===== config.mk =====
export PLATFORM = sky130hd
export DESIGN_NAME = onehot_class_decoder
export DESIGN_NICKNAME = d
export VERILOG_FILES = /design/src/rtl/onehot_class_decoder.sv
export SDC_FILE = /design/constraint.sdc
export NUM_CORES = 1
export LEC_CHECK = 0
export CAP_MARGIN = 5
export CORE_UTILIZATION = 45
export DETAILED_ROUTE_END_ITERATION = 10
export MAX_ROUTING_LAYER = met4
export PLACE_DENSITY = 0.83
export SYNTH_ARGS = -nofsm -noshare
export SYNTH_HDL_FRONTEND = slang
export SYNTH_SLANG_ARGS = --single-unit

===== constraint.sdc =====
create_clock -name clk -period 3.7 [get_ports clk]
set_input_delay 1.11 -clock clk [delete_from_list [all_inputs] [get_ports clk]]
set_output_delay 1.11 -clock clk [all_outputs]
set_load 0.02 [all_outputs]

===== src/rtl/onehot_class_decoder.sv =====
// Captures a one-hot class vector, checks it is exactly one-hot and encodes it to a class index.
// Optional per-class result histogram when CLASS_HIST_EN is defined.
module onehot_class_decoder #(
  parameter int unsigned N_CLASSES = 10,
  parameter int unsigned IDX_W     = 4
`ifdef CLASS_HIST_EN
  , parameter int unsigned HIST_W  = 16
`endif
) (
  input  logic                 clk,
  input  logic                 rst,
  input  logic [N_CLASSES-1:0] in_onehot,
  input  logic                 in_valid,
  output logic                 in_ready,
  output logic [IDX_W-1:0]     out_class,
  output logic                 out_err,
  output logic                 out_valid,
  input  logic                 out_ready
`ifdef CLASS_HIST_EN
  , input  logic [IDX_W-1:0]   hist_sel,
  output logic [HIST_W-1:0]    hist_count
`endif
);

  localparam int unsigned CNT_W = $clog2(N_CLASSES + 1);

  typedef enum logic [1:0] {IDLE, DECODE, HOLD} state_t;

  state_t               state;
  logic [N_CLASSES-1:0] vec;
  logic                 ready_q;
  logic [CNT_W-1:0]     pop_c;
  logic [IDX_W-1:0]     low_c;
  logic                 err_c;

  // Population count and lowest set index of the captured vector.
  always_comb begin
    pop_c = '0;
    low_c = '0;
    for (int i = int'(N_CLASSES) - 1; i >= 0; i--) begin
      pop_c = pop_c + CNT_W'(vec[i]);
      if (vec[i]) low_c = IDX_W'(i);
    end
    err_c = (pop_c != CNT_W'(1));
  end

  // Ready is forced low for the whole time reset is held.
  assign in_ready = ready_q & rst;

  always_ff @(posedge clk) begin
    if (!rst) begin
      state     <= IDLE;
      ready_q   <= 1'b0;
      vec       <= '0;
      out_valid <= 1'b0;
      out_class <= '0;
      out_err   <= 1'b0;
    end else begin
      case (state)
        IDLE: begin
          ready_q <= 1'b1;
          if (in_valid && ready_q) begin
            vec     <= in_onehot;
            ready_q <= 1'b0;
            state   <= DECODE;
          end
        end
        DECODE: begin
          out_class <= low_c;
          out_err   <= err_c;
          out_valid <= 1'b1;
          state     <= HOLD;
        end
        HOLD: begin
          if (out_ready) begin
            out_valid <= 1'b0;
            ready_q   <= 1'b1;
            state     <= IDLE;
          end
        end
        default: begin
          out_valid <= 1'b0;
          ready_q   <= 1'b0;
          state     <= IDLE;
        end
      endcase
    end
  end

`ifdef CLASS_HIST_EN
  logic [HIST_W-1:0] hist [N_CLASSES+1];
  logic [IDX_W-1:0]  bin_c;

  // Errored vectors share the extra bin at index N_CLASSES.
  assign bin_c = err_c ? IDX_W'(N_CLASSES) : low_c;

  always_ff @(posedge clk) begin
    if (!rst) begin
      for (int i = 0; i < int'(N_CLASSES) + 1; i++) hist[i] <= '0;
    end else if (state == DECODE && hist[bin_c] != '1) begin
      hist[bin_c] <= hist[bin_c] + HIST_W'(1);
    end
  end

  always_comb begin
    hist_count = '0;
    if (hist_sel <= IDX_W'(N_CLASSES)) hist_count = hist[hist_sel];
  end
`endif

endmodule


# == Yosys cells after proc, flatten, opt, wreduce, memory -nomap -nowiden ==
# Cells that the tools add are included.
# op_classes
bitwise,3
mux,18
n_eq_ne,5
add_sub_neg,9
reduce_logical,6
# ops
operator,n
$mux 4,10
$add 4x1->4,6
$reduce_and 2->1,4
$pmux 1 s3,2
$pmux 2 s3,1
$add 3x1->4,1
$mux 2,2
$ne 2x2->1 const B,2
$ne 4x1->1 const B,1
$add 2x1->3,1
$mux 1,3
$add 1x1->2,1
$eq 2x1->1 const B,1
$eq 2x2->1 const B,1
$logic_not 2->1,1
$not 1->1,2
$and 1x1->1,1
$logic_and 1x1->1,1
# totals
regBits,19
wordCells,47
inputBits,14
output_inout_bits,7

# == Logic depth before layout (Yosys ltp) ==
# Gate-level depths: netlist of the first run.
# depth
word_depth,10
depth_mapped,11
depth_no_buf,11

# == Worst setup path before layout of the first run ==
# No wires, ideal clock.
# synth_path
path_type,reg-to-reg
start,register vec[0]
end,register out_err
path_buffers,0
t_arrival_ns,3.175
slack_ns,0.403
setup_ns,0.122
stages_incl_launch_ff,12
cell_sequence,dfxtp_1 -> fa_1 -> fa_1 -> inv_1 -> fa_1 -> inv_1 -> ha_1 -> inv_1 -> fa_1 -> a2111oi_0 -> a21oi_1 -> o311a_1
# synth_between
elab_chain_cells,2
# synth_lines
item,line,source
from (decl),30,logic [N_CLASSES-1:0] vec;
from (signal assigned),63,vec <= in_onehot;
$add 4x1->4,41,pop_c = pop_c + CNT_W'(vec[i]);
$ne 4x1->1,44,err_c = (pop_c != CNT_W'(1));
to (signal assigned),70,out_err <= err_c;
to (decl),16,"output logic out_err,"
# No other way between the ends.
# A chain may end at the register's enable or synchronous reset.

# == Final worst setup path of the first run ==
# layout_path
start,input rst
end,output in_ready
# layout_between
elab_chain_cells,1
# layout_lines
item,line,source
from (decl),11,"input logic rst,"
$and 1x1->1,48,assign in_ready = ready_q & rst;
to (decl),14,"output logic in_ready,"
# No other way between the ends.

==> flow_summary.toml, run 1 <==
[power_and_ir_drop]
combPwrFrac = 0.205
pwr-share-clk = 0.247
p_sw_mw = 0.115
power_switching_share = 0.278
leakagePower_nw = 0.479
p_per_area_nw_per_um2 = 327
internal-power_mw = 0.299
power_mw = 0.415
p_seq_frac = 0.547
vdd_drop_max_v = 0.000248

[global_routing]
antenna_found_initial = 0
grt_usage = 0.179
gr-total-overflow = 0
grt_pass1_wl_um = 3340
grt_pass1_vias = 789
grt_max_degree = 21

[floorplanning]
row_count = 16
die_w_um = 49.9
ios = 21
start_util = 0.500
die_area_um2 = 2490
die-height_um = 49.9
core_um2 = 2060

[timing]
finalHoldViolCount = 0
setup_viol = 0
worst_slack_ns = 0.250
worst_pin_slew_ns = 0.437
rsz0062_at_grt = "false"
min_period_ns = 3.45
fmax_mhz = 290
slew_viol_final = 0
hold_slack_ns = 0.453
finalSetupTns_ns = 0
relSlewSlack = 0.707
fin_crit_sh = 0.932
worst_clock_skew_ns = 0.00187

[cells_and_area]
n_fill_cell = 175
antenna_cells = 0
final_cells = 162
drive_above_1_share = 0.0741
fin_area_um2 = 1270
final_util = 0.616
nNetsFinal = 158
syn_to_final_growth_pct = 23.2

[place]
hpwl_um = 1460
place_inst = 158
placedInstanceArea_um2 = 1240
portBuffers = 20
gp_congestion = 0.767
pre_cts_ws_ns = 0.201

[setup_path]
rrSetupSlack_ns = 0.25
critical_path_class = "input pin to primary output"
cp_max_fo = 2
rr_worst_depth = 11
r2r-end = "out_err"
arrival_ns = 2.34
start_kind = "input pin"
end_kind = "primary output"
rr_startpoint = "vec[3]"
crit_required_ns = 2.59

[synth]
syn-num-nets = 137
synthCells = 115
ys_seq_elements = 19
syn_area_per_cell_um2 = 8.97
ys_seq_area_frac = 0.369
netlist_area_um2 = 1030
yosysWarningCount = 0
ys_types = 29

[clocking]
cts_buffer_depth = 2
clk_latency_ns = 0.29
clock-sinks = 19
cts_tree = "done"
postCtsHoldBufs = 0
clk_pin_slew_ns = 0.10
h-tree-depth = 1
clock_tree.root_cell = "clkbuf_4"
cts_inserted_buffers = 3

[run_status]
status = "completed"

[min_path]
hp-class = "flop to flop"
hold_end = "out_class[3]"
hp-start = "out_class[3]"
hold_depth = 2

[drt]
via_count = 841
first_pass_iters = 4
drtIter0Drc = 19
drt_wl_total_um = 1880
wl_per_cell_um = 11.6
drc = 0
ant_nets = 0
vias_per_cell = 5.19

[job]
cap_violations = 0
## state kept, by name (all words and copies together), names as in the netlist
signal / flops
out_valid: 1
vec: 10
state: 2
out_class: 4
ready_q: 1
out_err: 1
## critical path: stages
cell	delay [ns]
clkdlybuf4s50_1	0.49
and2_1	0.13
clkdlybuf4s50_1	0.60
## Yosys cell counts
| library cell | number | share of area |
|---|---|---|
| a2111oi_0 | 1 | 0.0085 |
| a21boi_0 | 11 | 0.080 |
| a21boi_1 | 3 | 0.022 |
| a21oi_1 | 4 | 0.019 |
| a22o_1 | 1 | 0.0085 |
| and2_1 | 2 | 0.012 |
| and4bb_2 | 1 | 0.012 |
| buf_2 | 1 | 0.0048 |
| buf_4 | 1 | 0.0073 |
| buf_6 | 1 | 0.011 |
| clkbuf_1 | 2 | 0.0073 |
| dfxtp_1 | 19 | 0.37 |
| fa_1 | 6 | 0.12 |
| ha_1 | 2 | 0.024 |
| inv_1 | 12 | 0.044 |
| nand2_1 | 27 | 0.098 |
| nand2b_1 | 3 | 0.018 |
| nand2b_2 | 1 | 0.0085 |
| nand4bb_1 | 1 | 0.011 |
| nor2_1 | 3 | 0.011 |
| nor3_1 | 2 | 0.0097 |
| nor4_1 | 1 | 0.0061 |
| nor4b_2 | 2 | 0.029 |
| o2111a_1 | 1 | 0.011 |
| o211a_1 | 1 | 0.0097 |
| o211ai_1 | 1 | 0.0073 |
| o21ai_0 | 2 | 0.0097 |
| o311a_1 | 1 | 0.0097 |
| o31ai_1 | 2 | 0.015 |
## logic make-up (layout without fill, tap and decap cells)
family,count (synthesis),after routing,share of synthesized area
flip-flops,19,19,0.369
buffers and inverters,17,37,0.0740
AND/OR/NAND/NOR,43,43,0.216
AO/OA/AOI/OAI,28,28,0.200
adder cells (fa/ha/maj),8,8,0.141
## worst max path at each step
stage	from	cells past startpoint	endpoint	slack [ns]
2_1_floorplan	vec[0]	11	out_err	0.40
3_3_place_gp	rst	3	in_ready	0.24
3_5_place_dp	vec[0]	11	out_err	0.20
4_1_cts	vec[0]	11	out_err	0.18
5_1_grt	vec[1]	11	out_err	0.03
6_report	rst	3	in_ready	0.25
## final cells by class
class	count	area [um^2]	area share
timing repair buffer	21	208	0.164
inverter	12	45.0	0.0355
clock buffer	3	22.5	0.0177
tap	27	33.8	0.0266
multi-input combinational	79	574	0.452
sequential	19	382	0.300
clock inverter	1	5.00	0.00394
## metal layers
metal / vias to the layer above / GRT usage / wire length [um] / part of all wire
met5: - / - / 0 / 0
met3: 2 / 0.0586 / 94 / 0.050
met1: 394 / 0.215 / 848 / 0.45
li1: 424 / - / - / -
met2: 21 / 0.302 / 930 / 0.49
met4: 0 / 0.0143 / 8 / 0.0043
## layout by cell type (no fill, tap or decap), drive strengths merged
| cell | n |
|---|---|
| fa | 6 |
| nand2 | 27 |
| inv | 12 |
| clkinv | 1 |
| a22o | 1 |
| nor4b | 2 |
| o211ai | 1 |
| o31ai | 2 |
| nand4bb | 1 |
| o21ai | 2 |
| nor3 | 2 |
| o311a | 1 |
| o211a | 1 |
| and4bb | 1 |
| clkdlybuf4s50 | 20 |
| nand2b | 4 |
| clkbuf | 3 |
| buf | 1 |
| dfxtp | 19 |
| o2111a | 1 |
| a2111oi | 1 |
| nor2 | 3 |
| a21oi | 4 |
| nor4 | 1 |
| ha | 2 |
| a21boi | 14 |
| and2 | 2 |
## repair_timing
action                     4_1_cts  5_1_grt
setup endpoints to repair        0        1
gates resized for setup          0        1
setup buffers                    0        0
## power by group through the flow
stage | clock network (mW) | registers (mW) | logic (mW)
after global routing | 0.114 | 0.229 | 0.0993
after floorplan | 0 | 0.231 | 0.0547
after CTS | 0.104 | 0.227 | 0.0864
after global placement | 0 | 0.230 | 0.0821
after detailed placement | 0 | 0.231 | 0.0855
final | 0.103 | 0.227 | 0.0852
(Power assumes the default switching activity.)
==> run 2, diff against run 1 <==
--- a/config.mk
+++ b/config.mk
@@ -6,10 +6,13 @@
 export NUM_CORES = 1
 export LEC_CHECK = 0
 export CAP_MARGIN = 5
+export CORE_MARGIN = 2
 export CORE_UTILIZATION = 45
 export DETAILED_ROUTE_END_ITERATION = 10
+export DONT_BUFFER_PORTS = 1
 export MAX_ROUTING_LAYER = met4
-export PLACE_DENSITY = 0.83
+export PLACE_DENSITY = 0.72
+export SLEW_MARGIN = 20
 export SYNTH_ARGS = -nofsm -noshare
 export SYNTH_HDL_FRONTEND = slang
 export SYNTH_SLANG_ARGS = --single-unit
==> run 2 against run 1 <==
Clock-buffer cell count stayed put. Power down 4.6%. Die area is 8.2% higher. Critical endpoint is now out_err. Non-clock buffer count fell by 21. Via count shrank 12%. Highest routed layer unchanged. Clock skew increased by 0.0030 ns.
==> flow_summary.toml, run 2 (same netlist as run 1, synthesis figures left out) <==
[power_and_ir_drop]
leakagePower_nw = 0.399
pwr-share-clk = 0.262
p_per_area_nw_per_um2 = 372
p_sw_mw = 0.112
combPwrFrac = 0.157
internal-power_mw = 0.283
vdd_drop_max_v = 0.000278
p_seq_frac = 0.581
power_switching_share = 0.284

[clocking]
clk_pin_slew_ns = 0.11
clock_tree.root_cell = "clkbuf_4"
cts_buffer_depth = 2
cts_inserted_buffers = 3
h-tree-depth = 1
clk_latency_ns = 0.30
cts_tree = "done"
clock-sinks = 19
postCtsHoldBufs = 0

[drt]
wl_per_cell_um = 13.2
vias_per_cell = 5.18
ant_nets = 0
first_pass_iters = 4
drt_wl_total_um = 1870
drtIter0Drc = 6
via_count = 736
drc = 0

[cells_and_area]
drive_above_1_share = 0.0789
mostFrequentLayoutCells = "nand2_1, dfxtp_1, inv_1"
fin_area_um2 = 1060
antenna_cells = 0
top_register = "vec"
largest_register_ffs = 10
final_cells = 142
top_regs = "vec: 10 flops, out_class: 4 flops, state: 2 flops"
syn_to_final_growth_pct = 3.28
final_common_cell = "nand2_1"
nNetsFinal = 137

[global_routing]
antenna_found_initial = 0
grt_pass1_wl_um = 3190
grt_usage = 0.164
gr-total-overflow = 0
grt_pass1_vias = 736
grt_max_degree = 22

[setup_path]
start_kind = "flop"
cp_max_fo = 5
end_kind = "flop"
arrival_ns = 3.67
crit_required_ns = 3.90
critical_path_class = "flop to flop"

[place]
place_inst = 138
gp_congestion = 0.794
hpwl_um = 1480
placedInstanceArea_um2 = 1030
portBuffers = 0
pre_cts_ws_ns = 0.174

[timing]
worst_pin_slew_ns = 0.441
setup_viol = 0
worst_clock_skew_ns = 0.00489
rsz0062_at_grt = "false"
fin_crit_sh = 0.938
worst_slack_ns = 0.229
finalSetupTns_ns = 0
slew_viol_final = 0
fmax_mhz = 288
hold_slack_ns = 0.516
relSlewSlack = 0.704
min_period_ns = 3.47
finalHoldViolCount = 0

[floorplanning]
die_w_um = 51.9
row_count = 17
ios = 21
die_area_um2 = 2690
die-height_um = 51.9
core_um2 = 2190
start_util = 0.471

[run_status]
status = "completed"

[job]
cap_violations = 0

[min_path]
hp-class = "flop to flop"
## run 2: layout make-up
cell class / instances / area (um^2)
multi-input combinational: 79 / 576
fill: 220 / 1130
tap: 28 / 35.0
clock buffer: 3 / 22.5
clock inverter: 1 / 5.00
inverter: 12 / 45.0
sequential: 19 / 382
## run 2: what timing repair did
action,CTS,global route
buffers inserted,0,0
setup endpoints to repair,0,1
resized for setup,0,2
## run 2: final timing paths
path / depth (start not counted) / slack (ns) / end / from
max: 11 / 0.23 / out_err / vec[1]
min reg2reg: 2 / 0.52 / vec[6] / vec[6]
min: 2 / 0.52 / vec[6] / vec[6]
max reg2reg: 11 / 0.23 / out_err / vec[1]
## run 2: layer usage
metal,vias up,wire [um],track usage
met3,5,106,0.0517
met5,-,0,-
met1,331,868,0.191
met4,0,21,0.0395
li1,382,-,-
met2,18,878,0.276
## run 2: critical path, cell delays in order (launching register included)
cell	delay [ns]
dfxtp_1	0.44
fa_1	0.47
fa_1	0.52
inv_1	0.05
fa_1	0.42
inv_1	0.07
ha_1	0.16
inv_1	0.06
fa_1	0.39
a2111oi_1	0.38
a21oi_1	0.08
o311a_1	0.34
## run 2: power groups by stage
stage | clock, mW | combinational [mW] | sequential [mW]
2_1_floorplan | 0 | 0.0547 | 0.231
3_3_place_gp | 0 | 0.0576 | 0.234
3_5_place_dp | 0 | 0.0631 | 0.235
4_1_cts | 0.108 | 0.0633 | 0.230
5_1_grt | 0.118 | 0.0723 | 0.231
6_report | 0.104 | 0.0622 | 0.230
## run 2: through the flow
stage / utilization / power [mW]
final: 0.486 / 0.396
after global routing: 0.486 / 0.422
after CTS: 0.485 / 0.401
after detailed placement: 0.472 / 0.298
after global placement: 0.472 / 0.291
after floorplan: - / 0.286
